## src/rtl/donut_march.sv

```systemverilog
// Ray-march sequencer: steps a sample point along a ray through the torus distance path.
// Optional DONUT_MARCH_SHADE_EN keeps the shade capture register; otherwise shade is tied to 0.
module donut_march #(
  parameter int unsigned        MAX_STEPS  = 8,
  parameter logic signed [15:0] HIT_THRESH = 16'sd8,
  parameter logic [16:0]        FAR_LIMIT  = 17'h04000,
  parameter int unsigned        FRAC       = 12
) (
  input  logic               clk,
  input  logic               rst_n,
  input  logic               start,
  input  logic signed [15:0] ox,
  input  logic signed [15:0] oy,
  input  logic signed [15:0] oz,
  input  logic signed [15:0] dx,
  input  logic signed [15:0] dy,
  input  logic signed [15:0] dz,
  output logic signed [15:0] px,
  output logic signed [15:0] py,
  output logic signed [15:0] pz,
  input  logic signed [15:0] sdf_dist,
  input  logic signed [15:0] sdf_shade,
  output logic               busy,
  output logic               done,
  output logic               hit,
  output logic [3:0]         steps,
  output logic signed [15:0] shade
);

  localparam int unsigned TW = 17;
  localparam int unsigned SW = 4;

  localparam logic [1:0] ST_IDLE  = 2'd0;
  localparam logic [1:0] ST_MARCH = 2'd1;
  localparam logic [1:0] ST_DONE  = 2'd2;

  logic [1:0]         state, state_nxt;
  logic signed [15:0] dir_x, dir_y, dir_z;
  logic [TW-1:0]      t, t_nxt;
  logic [SW-1:0]      step, step_nxt;
  logic signed [15:0] px_nxt, py_nxt, pz_nxt;
  logic               hit_nxt;
  logic [SW-1:0]      steps_nxt;
  logic               accept;
  logic               take_hit;
  logic signed [18:0] tsum;

  // One axis advance: p + (d*dir >>> FRAC), saturated to the 16-bit signed range.
  function automatic logic signed [15:0] advance(input logic signed [15:0] p,
                                                 input logic signed [15:0] dd,
                                                 input logic signed [15:0] dir);
    logic signed [31:0] prod;
    logic signed [31:0] delta;
    logic signed [32:0] sum;
    prod  = 32'(dd) * 32'(dir);
    delta = prod >>> FRAC;
    sum   = 33'(p) + 33'(delta);
    if (sum > 33'sd32767)       return 16'sh7fff;
    else if (sum < -33'sd32768) return 16'sh8000;
    else                        return sum[15:0];
  endfunction

  // Next-state and datapath update.
  always_comb begin
    state_nxt = state;
    px_nxt    = px;
    py_nxt    = py;
    pz_nxt    = pz;
    t_nxt     = t;
    step_nxt  = step;
    hit_nxt   = hit;
    steps_nxt = steps;
    accept    = 1'b0;
    take_hit  = 1'b0;
    tsum      = $signed({2'b00, t}) + 19'(sdf_dist);
    case (state)
      ST_IDLE: begin
        if (start) begin
          accept    = 1'b1;
          px_nxt    = ox;
          py_nxt    = oy;
          pz_nxt    = oz;
          t_nxt     = '0;
          step_nxt  = '0;
          hit_nxt   = 1'b0;
          steps_nxt = '0;
          state_nxt = ST_MARCH;
        end
      end
      ST_MARCH: begin
        if (sdf_dist < HIT_THRESH) begin
          take_hit  = 1'b1;
          hit_nxt   = 1'b1;
          steps_nxt = step;
          state_nxt = ST_DONE;
        end else if (step == SW'(MAX_STEPS - 1)) begin
          steps_nxt = step;
          state_nxt = ST_DONE;
        end else if (tsum > $signed({2'b00, FAR_LIMIT})) begin
          steps_nxt = step;
          state_nxt = ST_DONE;
        end else begin
          px_nxt   = advance(px, sdf_dist, dir_x);
          py_nxt   = advance(py, sdf_dist, dir_y);
          pz_nxt   = advance(pz, sdf_dist, dir_z);
          t_nxt    = tsum[TW-1:0];
          step_nxt = step + SW'(1);
        end
      end
      ST_DONE:  state_nxt = ST_IDLE;
      default:  state_nxt = ST_IDLE;
    endcase
  end

  // State, point, ray length and result registers.
  always_ff @(posedge clk or negedge rst_n) begin
    if (!rst_n) begin
      state <= ST_IDLE;
      px    <= '0;
      py    <= '0;
      pz    <= '0;
      dir_x <= '0;
      dir_y <= '0;
      dir_z <= '0;
      t     <= '0;
      step  <= '0;
      hit   <= 1'b0;
      steps <= '0;
      busy  <= 1'b0;
      done  <= 1'b0;
    end else begin
      state <= state_nxt;
      px    <= px_nxt;
      py    <= py_nxt;
      pz    <= pz_nxt;
      t     <= t_nxt;
      step  <= step_nxt;
      hit   <= hit_nxt;
      steps <= steps_nxt;
      busy  <= (state_nxt == ST_MARCH);
      done  <= (state_nxt == ST_DONE);
      if (accept) begin
        dir_x <= dx;
        dir_y <= dy;
        dir_z <= dz;
      end
    end
  end

`ifdef DONUT_MARCH_SHADE_EN
  // Shade is cleared on a new ray and captured on the hit step only.
  always_ff @(posedge clk or negedge rst_n) begin
    if (!rst_n)        shade <= '0;
    else if (accept)   shade <= '0;
    else if (take_hit) shade <= sdf_shade;
  end
`else
  logic unused_shade;
  assign unused_shade = ^{sdf_shade, take_hit};
  assign shade = '0;
`endif

endmodule

```

## config.mk

```make
export PLATFORM = sky130hd
export DESIGN_NAME = donut_march
export DESIGN_NICKNAME = d
export VERILOG_FILES = /design/src/rtl/donut_march.sv
export SDC_FILE = /design/constraint.sdc
export NUM_CORES = 2
export LEC_CHECK = 0
export BUFFER_PORTS_ARGS = -buffer_cell sky130_fd_sc_hd__clkbuf_2
export CAP_MARGIN = 20
export CORE_AREA = 2 2 266 268
export DETAILED_ROUTE_END_ITERATION = 7
export DIE_AREA = 0 0 268 270
export GPL_ROUTABILITY_DRIVEN = 0
export PLACE_DENSITY = 0.73
export REMOVE_ABC_BUFFERS = 1
export SLEW_MARGIN = 20
export SYNTH_ARGS = -nofsm -noshare
export SYNTH_HDL_FRONTEND = slang
export SYNTH_SLANG_ARGS = --single-unit
```

## constraint.sdc

```tcl
create_clock -name clk -period 11.5 [get_ports clk]
set_clock_uncertainty 0.15 [all_clocks]
set_input_delay 2.875 -clock clk [delete_from_list [all_inputs] [get_ports clk]]
set_output_delay 2.875 -clock clk [all_outputs]
set_load 0.05 [all_outputs]
```

* Yosys cells after proc, flatten, opt, wreduce, memory -nomap -nowiden
Index checks and enable logic that the tools add are counted. Widths: inputs -> output; s select.
Cells by class: add/subtract/negate cells 5, order comparisons 8, multiply operators 3, reduce and logical (&&, ||, !) cells 5, multiplexer cells 45, eq/ne operators 10
Operators by type and width (count):
- $mux 16 | 18
- $mul 16x16->32 | 3
- $pmux 16 s2 | 3
- $mux 17 | 4
- $add 16x20->21 | 3
- $gt 21x16->1 const B | 3
- $lt 21x16->1 const B | 3
- $pmux 17 s2 | 1
- $mux 4 | 7
- $add 18x16->19 | 1
- $gt 19x16->1 const B | 1
- $lt 16x5->1 const B | 1
- $pmux 4 s2 | 2
- $ne 2x2->1 const B | 5
- $mux 2 | 4
- $reduce_and 3->1 | 2
- $reduce_and 5->1 | 1
- $add 4x1->4 const B | 1
- $eq 2x1->1 const B | 2
- $eq 4x3->1 const B | 1
- $mux 1 | 4
- $ne 4x4->1 const B | 1
- $pmux 2 s2 | 1
- $eq 2x2->1 const B | 1
- 3 further kinds | 3
Storage, ports and cells: word-level logic and storage cells 89, flip-flop bits (word level) 126

* Depth between registers and ports, before layout
depth in word-level cells 9, mapped depth 39, mapped depth without buffers 35

* Worst setup path before layout
Ideal clock, no wire load.
path kind input port to flip-flop, start input sdf_dist[15], end register py[10], buffers on the path 4, data required time 11213 ps, library setup time 137 ps, cell stages on the path 34, data arrival time 11239 ps, setup slack -26 ps, path through clkbuf_1 -> clkbuf_1 -> clkbuf_1 -> nand2_1 -> inv_1 -> fa_1 -> inv_1 -> fa_1 -> inv_1 -> fa_1 -> fa_1 -> fa_1 -> inv_1 -> fa_1 -> inv_1 -> ha_1 -> a21o_1 -> a21o_1 -> a21oi_1 -> o21ai_0 -> o41ai_1 -> o21bai_1 -> xor2_1 -> ha_1 -> or3_1 -> or3_1 -> nor4_1 -> nor4_1 -> a211oi_1 -> nand4_1 -> o21a_1 -> nor2_1 -> clkbuf_1 -> a21oi_1
On the way: word-level cells in the longest chain between the ends 9, elaborated cells between the ends (all ways) 16, those cells by class add/sub: 2; mul: 1; order compare: 4; eq/ne: 2; mux: 6; reduce/logical: 1
Ends and longest elaborated chain:
- from (decl) | line 21 | input logic signed [15:0] sdf_dist,
- $mul 16x16->32 | line 55 | prod = 32'(dd) * 32'(dir);
- $add 16x20->21 | line 57 | sum = 33'(p) + 33'(delta);
- $lt 21x16->1 | line 59 | else if (sum < -33'sd32768) return 16'sh8000;
- $mux 16 | line 59
- $mux 16 | line 58 | if (sum > 33'sd32767) return 16'sh7fff;
- $mux 16 | line 99 | end else if (tsum > $signed({2'b00, FAR_LIMIT})) begin
- $mux 16 | line 96 | end else if (step == SW'(MAX_STEPS - 1)) begin
- $mux 16 | line 91 | if (sdf_dist < HIT_THRESH) begin
- $pmux 16 s2 | line 76 | case (state)
- to (signal assigned) | line 134 | py <= py_nxt;
- to (decl) | line 19 | output logic signed [15:0] py,
Several ways; a longest one is shown, not always the timed one. The select of a mux whose other input is x is not followed. A chain may end at the register's enable or synchronous reset.

* Final worst setup path
start input sdf_dist[8], end register px[2]
On the way: word-level cells in the longest chain between the ends 9, elaborated cells between the ends (all ways) 16, those cells by class add/sub: 2; mul: 1; order compare: 4; eq/ne: 2; mux: 6; reduce/logical: 1
Ends and longest elaborated chain:
- $mul 16x16->32 | line 55
- $add 16x20->21 | line 57
- $lt 21x16->1 | line 59
- $mux 16 | line 59
- $mux 16 | line 58
- $mux 16 | line 99
- $mux 16 | line 96
- $mux 16 | line 91
- $pmux 16 s2 | line 76
- to (signal assigned) | line 133 | px <= px_nxt;
- to (decl) | line 18 | output logic signed [15:0] px,
Several ways; a longest one is shown, not always the timed one. The select of a mux whose other input is x is not followed.

==> results <==
- The count of mapped cells out of synthesis is roughly 4300.
- For the pin with the worst max-slew slack, the measured transition is 986 ps.
- Setup violations remaining at the end of the flow were counted as 0.
- The floorplan row count is 97.
- Excluding fillers, the count of instances in the completed layout stands at approximately 5500.
- Dividing the final minimum period by the clock period gives 0.968.
- Data arrives at the worst endpoint at 11340 ps.
- The number of flip-flops and latches in the synthesized netlist is 126.
- The initial antenna violation count is 1.
- The count of synthesis-stage warnings from yosys is 0.
- The detailed placement HPWL is between 70000 and 80000 microns.
- The area fraction in compound gates after synthesis is 0.0838.
- The initial cell density of the core is 0.547.
- Averaged over all synthesized cells, the footprint is 8.87 sq um.
- The deepest level of the CTS H-tree is 4.
- The critical path's largest stage delay is 570 ps.
- The floorplan step set the die height to between 200 and 300 microns.
- Max-cap violations in this run came to 0.
- The global-route usage over all layers is 0.276.
- After clock tree synthesis, the clock-pin slew on the worst setup and hold paths is 70 ps.
- Leaving out fill and tap cells, the most frequent cell in the layout is sky130_fd_sc_hd__inv_1.
- The mux share of post-synthesis cell area is 0.00184.
- The cell seen most often among critical-path stages is sky130_fd_sc_hd__fa_1.
- Of all flip-flops after synthesis, the portion carrying an async set or reset was 1.00.
- The final-report hold violation count is 0.
- TritonCTS built the clock tree.
- Clock latency on the worst-skew pair, taken at its later pin, is 510 ps.
- The number of fill cells in the layout is between 5000 and 6000.
- The largest driver fanout on the critical path is 11.
- The area enclosed by the die boundary is around 0.072 sq mm.
- The I/O pin count is between 200 and 250.
- The unique cell type count in the Yosys netlist is 81.
- For this run, the post-layout net count is ~5700.
- The category of the worst setup path capture point is a register.
- The number of vias after detailed routing is roughly 30000.
- Including well taps, the total number of placed cells is 5416.
- From left edge to right edge, the die measures 268 microns.
- Once detail routing completed, the nets flagged for antenna violations numbered 0.
- The slowest stage of the critical path is the sky130_fd_sc_hd__fa_1 cell.
- The clock passes through at most 2 buffers.
- The reg-to-reg setup timing slack is 2270 ps.
- The minimum clock period after layout is roughly 11000 ps.
- The count of buffers inserted at the top-level ports is 169.
- The first-pass GRT wire length is 157000 microns.
- The fraction of the mapped netlist area in adder cells is 0.520.
- The first detailed-routing pass took 7 iterations.
- The largest net degree at the start of global routing is 86.
- The root buffer cell chosen for the clock tree is sky130_fd_sc_hd__clkbuf_16.
- Headroom to the max-slew limit came out at 0.342.
- The clock drives between 100 and 150 sinks.
- After synthesis the cells add up to 0.0380 sq mm.
- Using the TritonRoute via totals, the vias-per-cell ratio works out to 5.38.
- The post-synthesis simple-gate area fraction is 0.166.
- Summed over all layers, the global routing overflow is 0.
- The min-delay analysis places its worst path in the category reg -> reg.
- The number of flops mapped to enable cells by yosys is 0.
- The final wirelength is 94500 microns.
- The number of max-slew violations in the final report is 0.
- The most frequently used flop master after synthesis is sky130_fd_sc_hd__dfrtp_1.
- The number of global-route vias before repair is just over 30000.
- The peak clock frequency supported by timing is ~90 MHz.
- For this run, the register share of the synthesized area comes to 0.0829.
- The critical path is of the in -> reg type.
- The number of CTS-inserted buffers is 17.
- The run finished with clean final reports.
- The average wire per standard cell is 17.3 microns.
- Of the total synthesized cell area, the portion taken by XOR and XNOR cells is 0.0311.
- The startpoint class of the critical path is an input pin.
- Leaving out fill and tap cells, the most frequent cells in the layout are 920 x sky130_fd_sc_hd__inv_1, 787 x sky130_fd_sc_hd__fa_1, 605 x sky130_fd_sc_hd__nand2_1, 365 x sky130_fd_sc_hd__and2_1, 322 x sky130_fd_sc_hd__ha_1.
- The fraction of final layout cells sized beyond drive strength 1 is 0.102.
- The post-detailed-route DRC marker count is 0.
- From synthesis to final layout, the design area changed by 9.80%.
- The combinational family with the most area after synthesis is adder cells.
- For the worst setup path, the data required time is 11700 ps.
- The area of the placeable core is 0.0695 sq mm.
- The detailed router finished its first iteration with 1943 violations.
==> worst max-delay path: cells and delay by family <==
kind | cells | cell delay (ps)
fa+ha+maj | 8 | 3590
compound gates | 13 | 2610
xor+xnor | 2 | 570
buf+inv | 9 | 1280
simple gates | 3 | 400
==> path summary, 6_finish.rpt <==
check,from,endpoint,cells after the start
setup / recovery,sdf_dist[8],px[2]$_DFFE_PN0P_,35
hold / removal,t[4]$_DFFE_PN0P_,t[4]$_DFFE_PN0P_,2
setup reg to reg,dir_x[2]$_DFFE_PN0P_,px[2]$_DFFE_PN0P_,35
hold reg to reg,t[4]$_DFFE_PN0P_,t[4]$_DFFE_PN0P_,2
max in group asynchronous,rst_n,py[0]$_DFFE_PN0P_,2
min in group asynchronous,rst_n,dir_z[7]$_DFFE_PN0P_,1
==> layer usage <==
metal,track usage,up-vias,share of wire
met4,0.114,0,0.040
li1,-,13400,-
met3,0.0473,168,0.064
met1,0.373,14900,0.42
met2,0.442,922,0.48
met5,0,-,0
==> area by class of cell <==
cell class | instances | area (sq um) | area share
inverters | 922 | 3460 | 0.0829
diodes | 2 | 5.00 | 0.000120
repair buffers | 381 | 2700 | 0.0646
clock inverters | 13 | 130 | 0.00312
multi-input cells | 3049 | 30700 | 0.735
clock buffers | 19 | 433 | 0.0104
well taps | 940 | 1180 | 0.0282
flip-flops and latches | 126 | 3150 | 0.0755
==> cells in the mapped netlist, types with 24 or more instances <==
cell type | count | share of area
sky130_fd_sc_hd__ha_1 | 322 | 0.11
sky130_fd_sc_hd__xor2_1 | 38 | 0.0088
sky130_fd_sc_hd__inv_1 | 920 | 0.091
sky130_fd_sc_hd__dfrtp_1 | 126 | 0.083
sky130_fd_sc_hd__o31ai_1 | 34 | 0.0067
sky130_fd_sc_hd__nand2_1 | 606 | 0.060
sky130_fd_sc_hd__fa_1 | 787 | 0.41
sky130_fd_sc_hd__a21oi_1 | 105 | 0.014
sky130_fd_sc_hd__nand2b_1 | 34 | 0.0056
sky130_fd_sc_hd__nor3_1 | 24 | 0.0032
sky130_fd_sc_hd__nand3_1 | 25 | 0.0033
sky130_fd_sc_hd__xnor2_1 | 97 | 0.022
sky130_fd_sc_hd__a21o_1 | 48 | 0.0095
sky130_fd_sc_hd__o21a_1 | 27 | 0.0053
sky130_fd_sc_hd__nor2_1 | 155 | 0.015
sky130_fd_sc_hd__o21ai_0 | 83 | 0.011
sky130_fd_sc_hd__and2_1 | 366 | 0.060
sky130_fd_sc_hd__clkbuf_1 | 169 | 0.017
==> stage by stage <==
stage           util  hold WS (ps)  worst slack (ps)  cell area (sq um)  setup TNS, ps
6_report       0.600           332               363              41700              0
5_1_grt        0.600           366             -39.5              41700           -154
4_1_cts        0.599           335               112              41600              0
3_5_place_dp   0.591           319              -394              41100          -9020
3_3_place_gp   0.591           309              -307              41100          -4870
2_1_floorplan      -           293               453              37200              0
==> flip-flops by register name (all words and copies together) (netlist names), 16 cells and up <==
signal	cells
dir_x	16
dir_y	16
dir_z	16
px	16
py	16
pz	16
t	17
==> kinds of logic after synthesis <==
kind of cell               count (synthesis)
and+or+nand+nor                         1316
buffers and inverters                   1128
adders and majority gates               1109
AOI/OAI and AO/OA                        465
xor gates and xnor gates                 135
DFF                                      126
muxes                                      7
other                                      1
==> timing repair <==
action / in CTS / in global routing
hold endpoints to repair: 0 / 0
setup endpoints to repair: 0 / 45
buffers inserted: 0 / 1
gates resized for setup: 0 / 23
hold buffers: 0 / 0
Power is not shown: default switching activity piles up to over one toggle a cycle in this logic, so the estimate is an artifact.
